===== config.mk =====
export PLATFORM = sky130hd
export DESIGN_NAME = counter_sched
export DESIGN_NICKNAME = d
export VERILOG_FILES = /design/src/rtl/counter_sched.sv
export SDC_FILE = /design/constraint.sdc
export NUM_CORES = 1
export LEC_CHECK = 0
export CORE_UTILIZATION = 28
export DETAILED_ROUTE_END_ITERATION = 12
export PLACE_DENSITY = 0.51
export SKIP_LAST_GASP = 1
export SLEW_MARGIN = 20
export SYNTH_ARGS = -nofsm -noshare
export SYNTH_HDL_FRONTEND = slang
export SYNTH_SLANG_ARGS = --single-unit

===== constraint.sdc =====
create_clock -name i_clk -period 5.2 [get_ports i_clk]
set_input_delay 0.52 -clock i_clk [delete_from_list [all_inputs] [get_ports i_clk]]
set_output_delay 0.52 -clock i_clk [all_outputs]
set_load 0.01 [all_outputs]

===== src/rtl/counter_sched.sv =====
// Arbitrated scheduler that drives a shared external up/down counter.
// Define COUNTER_SCHED_FIXED_PRIO_EN for fixed priority; default is round-robin.
module counter_sched #(
  parameter int unsigned BIT_WIDTH = 4,
  parameter int unsigned NREQ      = 4
) (
  input  logic                      i_clk,
  input  logic                      i_reset_n,
  input  logic [NREQ-1:0]           i_req,
  input  logic [NREQ*BIT_WIDTH-1:0] i_req_load,
  input  logic [NREQ-1:0]           i_req_dir,
  input  logic [NREQ*BIT_WIDTH-1:0] i_req_steps,
  output logic [NREQ-1:0]           o_gnt,
  output logic [NREQ-1:0]           o_done,
  output logic [BIT_WIDTH-1:0]      o_result,
  output logic                      o_busy,
  output logic                      o_cnt_reset,
  output logic                      o_cnt_load_en,
  output logic [BIT_WIDTH-1:0]      o_cnt_load,
  output logic                      o_cnt_chnge,
  input  logic [BIT_WIDTH-1:0]      i_cnt_out
);

  localparam int unsigned IDX_W = (NREQ > 1) ? $clog2(NREQ) : 1;

  typedef enum logic [1:0] {S_IDLE, S_LOAD, S_RUN, S_DONE} state_t;

  state_t               r_state;
  state_t               w_state_nxt;
  logic [IDX_W-1:0]     r_win;
  logic [BIT_WIDTH-1:0] r_steps;
  logic [BIT_WIDTH-1:0] r_rem;

  logic                 w_found;
  logic [IDX_W-1:0]     w_win;
  logic [IDX_W-1:0]     w_cand;
  logic [BIT_WIDTH-1:0] w_sel_load;
  logic [BIT_WIDTH-1:0] w_sel_steps;
  logic                 w_sel_dir;

  logic [NREQ-1:0]      w_gnt_nxt;
  logic [NREQ-1:0]      w_done_nxt;
  logic                 w_busy_nxt;
  logic                 w_cnt_reset_nxt;
  logic                 w_load_en_nxt;
  logic [BIT_WIDTH-1:0] w_cnt_load_nxt;
  logic                 w_chnge_nxt;

`ifdef COUNTER_SCHED_FIXED_PRIO_EN
  // Fixed priority: lowest requesting index wins.
  always_comb begin
    w_found = 1'b0;
    w_win   = '0;
    w_cand  = '0;
    for (int unsigned k = 0; k < NREQ; k++) begin
      w_cand = IDX_W'(k);
      if (!w_found && i_req[w_cand]) begin
        w_found = 1'b1;
        w_win   = w_cand;
      end
    end
  end
`else
  logic [IDX_W-1:0] r_ptr;

  // Round-robin: search starts one past the last completed owner.
  always_comb begin
    w_found = 1'b0;
    w_win   = '0;
    w_cand  = '0;
    for (int unsigned k = 1; k <= NREQ; k++) begin
      w_cand = IDX_W'((32'(r_ptr) + k) % NREQ);
      if (!w_found && i_req[w_cand]) begin
        w_found = 1'b1;
        w_win   = w_cand;
      end
    end
  end
`endif

  // Operand mux for the candidate winner.
  always_comb begin
    w_sel_load  = '0;
    w_sel_steps = '0;
    w_sel_dir   = 1'b0;
    for (int unsigned k = 0; k < NREQ; k++) begin
      if (w_win == IDX_W'(k)) begin
        w_sel_load  = i_req_load[k*BIT_WIDTH +: BIT_WIDTH];
        w_sel_steps = i_req_steps[k*BIT_WIDTH +: BIT_WIDTH];
        w_sel_dir   = i_req_dir[k];
      end
    end
  end

  always_ff @(posedge i_clk or negedge i_reset_n) begin
    if (!i_reset_n) r_state <= S_IDLE;
    else            r_state <= w_state_nxt;
  end

  always_comb begin
    w_state_nxt = r_state;
    case (r_state)
      S_IDLE: if (w_found) w_state_nxt = S_LOAD;
      S_LOAD: w_state_nxt = (r_steps != '0) ? S_RUN : S_DONE;
      S_RUN:  if (r_rem == BIT_WIDTH'(1)) w_state_nxt = S_DONE;
      S_DONE: w_state_nxt = S_IDLE;
      default: w_state_nxt = S_IDLE;
    endcase
  end

  // Output values for the state about to be entered; registered below.
  always_comb begin
    w_gnt_nxt       = '0;
    w_done_nxt      = '0;
    w_busy_nxt      = 1'b0;
    w_cnt_reset_nxt = 1'b1;
    w_load_en_nxt   = 1'b0;
    w_cnt_load_nxt  = o_cnt_load;
    w_chnge_nxt     = o_cnt_chnge;
    case (w_state_nxt)
      S_LOAD: begin
        w_gnt_nxt       = NREQ'(1) << w_win;
        w_busy_nxt      = 1'b1;
        w_cnt_reset_nxt = 1'b0;
        w_load_en_nxt   = 1'b1;
        w_cnt_load_nxt  = w_sel_load;
        w_chnge_nxt     = w_sel_dir;
      end
      S_RUN: begin
        w_gnt_nxt       = NREQ'(1) << r_win;
        w_busy_nxt      = 1'b1;
        w_cnt_reset_nxt = 1'b0;
      end
      S_DONE: begin
        w_gnt_nxt       = NREQ'(1) << r_win;
        w_done_nxt      = NREQ'(1) << r_win;
        w_busy_nxt      = 1'b1;
        w_cnt_reset_nxt = 1'b1;
      end
      default: ;
    endcase
  end

  always_ff @(posedge i_clk or negedge i_reset_n) begin
    if (!i_reset_n) begin
      o_gnt         <= '0;
      o_done        <= '0;
      o_busy        <= 1'b0;
      o_cnt_reset   <= 1'b1;
      o_cnt_load_en <= 1'b0;
      o_cnt_load    <= '0;
      o_cnt_chnge   <= 1'b0;
    end else begin
      o_gnt         <= w_gnt_nxt;
      o_done        <= w_done_nxt;
      o_busy        <= w_busy_nxt;
      o_cnt_reset   <= w_cnt_reset_nxt;
      o_cnt_load_en <= w_load_en_nxt;
      o_cnt_load    <= w_cnt_load_nxt;
      o_cnt_chnge   <= w_chnge_nxt;
    end
  end

  // Owner capture, remaining-step count and result sampling.
  always_ff @(posedge i_clk or negedge i_reset_n) begin
    if (!i_reset_n) begin
      r_win    <= '0;
      r_steps  <= '0;
      r_rem    <= '0;
      o_result <= '0;
`ifndef COUNTER_SCHED_FIXED_PRIO_EN
      r_ptr    <= IDX_W'(NREQ - 1);
`endif
    end else begin
      if (r_state == S_IDLE && w_found) begin
        r_win   <= w_win;
        r_steps <= w_sel_steps;
      end
      if (r_state == S_LOAD)     r_rem <= r_steps;
      else if (r_state == S_RUN) r_rem <= r_rem - BIT_WIDTH'(1);
      if (r_state == S_DONE) begin
        o_result <= i_cnt_out;
`ifndef COUNTER_SCHED_FIXED_PRIO_EN
        r_ptr    <= r_win;
`endif
      end
    end
  end

endmodule

==> reports/qor.csv <==
metric,value,unit
CTS tree,done,
Pwr per Cell Area,551.4,nW/um^2
Post-CTS Setup Bufs,0,
fillers,686,
Startpoint Class,register,
CP dominant cell by count,ha_1,
detailed-route DRC error count,0,
synth warn,0,
Longest Clk Path Bufs,2,
critical path class,register to register,
most frequent cells in the layout,"clkdlybuf4s50_1 (64), dfrtp_1 (31), nand2_1 (18)",
core area,6756,sq um
worst r2r dst,o_cnt_load[1],
worst slew pin tran,0.7750,ns
max-slew violation total from the final report,0,
Worst Path Max Fanout,17,
# IOs,66,
Hold Fails Final Rpt,0,
Setup Skew,0.004888,ns
top-area cell type share of the netlist area,0.3987,
Num Clock Sinks,34,
RSZ-0062 raised after global routing,no,
max cap viols,0,
Chip Height,85.36,um
Initial Utilization,0.2880,
router iterations before antenna repair,4,
# hold bufs at CTS,0,
"Top FF cell, synth",dfrtp_1,
"Req. time, crit path",5.33,ns
Detailed Route Iter0 Violations,71,
"commonest non-fill, non-tap cell in the layout",clkdlybuf4s50_1,
Min-Delay Path Class,input pin to asynchronous set/reset pin,
slew margin rel.,0.4833,
crit path time final,3.207,ns
vias in the first global route,1647,
DR vias,1636,
largest net degree at the start of global routing,35,
critical path arrival,3.34,ns
port bufs,65,
Tcrit/Tclk final,0.6168,
Clock Pin Slew Worst Setup and Hold Paths,0.07,ns
htree depth,2,
Vias per Instance,4.913,
hpwl dp,3.659,mm
Top delay family on crit path,compound AO/OA/AOI/OAI gates,
layout cells sized above 1,0.09486,
Synth Register Bits,34,
total CTS buffers,5,
DR WL/cell,14.64,um
Post-synth EDFFs,0,
"top cells by area, synth","dfrtp_1 (40%), ha_1 (6.4%), mux2i_1 (4.6%)",
die area,7286,sq um
Post-Route WL,4.874,mm
gpl congestion,0.7929,
Root Buffer Master,clkbuf_8,
CTS resizes,0,
sequential-to-total area share from yosys stat,0.4392,
clock latency on the worst-skew pair,0.28,ns
global route overflow,0,
Synth Cell Area,1946,sq um
"setup slack, reg-to-reg",1.99,ns
launching point of the worst reg2reg path,r_state[1],
status,"complete, no violations",
largest area contributor in the netlist,dfrtp_1,
post-route setup TNS,0,ns
asr flop ratio synth,1.000,
CP Capture Type,register,
CP bufs+invs,1,
Peak VDD IR,0.2150,mV
Synth Instances,190,
sequential cell area,854.6,sq um
maximum clock frequency,311.8,MHz
area occupied by multi-input gates,984.7,sq um
P&R area growth vs syn,39.49,%
initial antenna violation count,0,
Routed Antenna Nets,0,
std cell rows,30,
syn_nets,246,
worst reg2reg path depth,11,
Pwr Total,1496,uW
post-synth cell types,45,
final setup fails,0,
fin nets,308,
leakage,0.001137,uW
syn_area_per_cell,10.24,sq um
first-pass GRT wire length,8.135,mm
Total GRT Usage,0.1428,
Die W,85.36,um
cell at the slowest stage of the critical path,ha_1,
Max stage delay on crit path,0.52,ns
crit path cell chain,"inv_1, ha_1, nand2b_1, nor4_1, a21oi_1, o21ai_1, o32a_1, ha_1, o21ai_0, a211oi_1, a311oi_1",
# diodes,0,
-- metal layers --
| layer | track usage | part of all wire | up-vias |
|---|---|---|---|
| li1 | - | - | 818 |
| met3 | 0.03016 | 0.052 | 6 |
| met1 | 0.1994 | 0.48 | 761 |
| met5 | 0 | 0 | - |
| met2 | 0.2207 | 0.45 | 51 |
| met4 | 0.04697 | 0.013 | 0 |
-- stage by stage --
step / area [sq um] / cells / utilization / hold WS, ns / worst slack, ns
after detailed placement: 2623 / 325 / 0.3881 / 0.4991 / 2.065
after floorplan: 1946 / 190 / - / 0.2244 / 2.674
after global routing: 2714 / 333 / 0.4017 / 0.3858 / 1.629
final: 2714 / 333 / 0.4017 / 0.3101 / 1.993
after global placement: 2623 / 325 / 0.3881 / 0.4944 / 2.205
after CTS: 2714 / 333 / 0.4017 / 0.3423 / 2.058
-- kinds of logic (layout without fill, tap and decap cells) --
group                    Yosys count  count (layout)  synth area share
AND/OR/NAND/NOR                   63              63            0.1724
AO/OA/AOI/OAI                     48              48            0.1884
buffers and inverters             20              83           0.05467
multiplexers                      15              15           0.08103
flip-flops                        34              34            0.4392
adder cells (fa/ha/maj)           10              10           0.06431
-- power by group --
| group | switching (uW) | internal (uW) |
|---|---|---|
| clock | 97.4 | 107 |
| combinational | 418 | 379 |
| sequential | 97.6 | 398 |
| total | 613 | 884 |
-- synthesized netlist by cell type (3+ instances only) --
cell type / number
o21ai_0: 9
and4_1: 4
mux2_2: 6
o31ai_1: 3
a311oi_1: 5
nor3b_1: 3
mux2i_1: 9
dfrtp_1: 31
a211oi_1: 3
o211ai_1: 3
nand3_1: 5
inv_1: 10
nand2_1: 18
dfstp_2: 3
a21oi_1: 6
nand4_1: 5
ha_1: 10
nor2_1: 15
clkbuf_1: 7
nand2b_1: 3
a211o_1: 3
-- registers in the layout (all words and copies together) (netlist names) --
register       cells
o_busy             1
o_cnt_chnge        1
o_cnt_load         4
o_cnt_load_en      1
o_cnt_reset        1
o_done             4
o_gnt              4
o_result           4
r_ptr              2
r_rem              4
r_state            2
r_steps            4
r_win              2
-- worst max path at each step --
stage | start | end | depth (start not counted) | slack, ns
6_report | r_state[1] | o_cnt_load[1] | 11 | 1.99
5_1_grt | r_state[1] | o_cnt_load[2] | 11 | 1.63
4_1_cts | r_state[1] | o_cnt_load[1] | 11 | 2.06
3_5_place_dp | r_state[1] | o_cnt_load[1] | 11 | 2.07
3_3_place_gp | r_state[1] | o_cnt_load[0] | 11 | 2.20
2_1_floorplan | r_state[1] | o_cnt_chnge | 12 | 2.67
-- layout make-up --
class                      count  area share
clock buffer                   7     0.03181
clock inverter                 1    0.001844
inverter                      10     0.01383
multi-input combinational    136      0.3628
sequential                    34      0.3149
tap                           80     0.03688
timing repair buffer          65      0.2379
-- worst register-to-register path: stages, from the launching register on --
cell and delay (ns):
dfrtp_1 0.40, inv_1 0.10, ha_1 0.31, nand2b_1 0.12, nor4_1 0.40, a21oi_1 0.09, o21ai_1 0.17, o32a_1 0.22
ha_1 0.52, o21ai_0 0.36, a211oi_1 0.30, a311oi_1 0.08
Power figures use the tool's default switching activity.
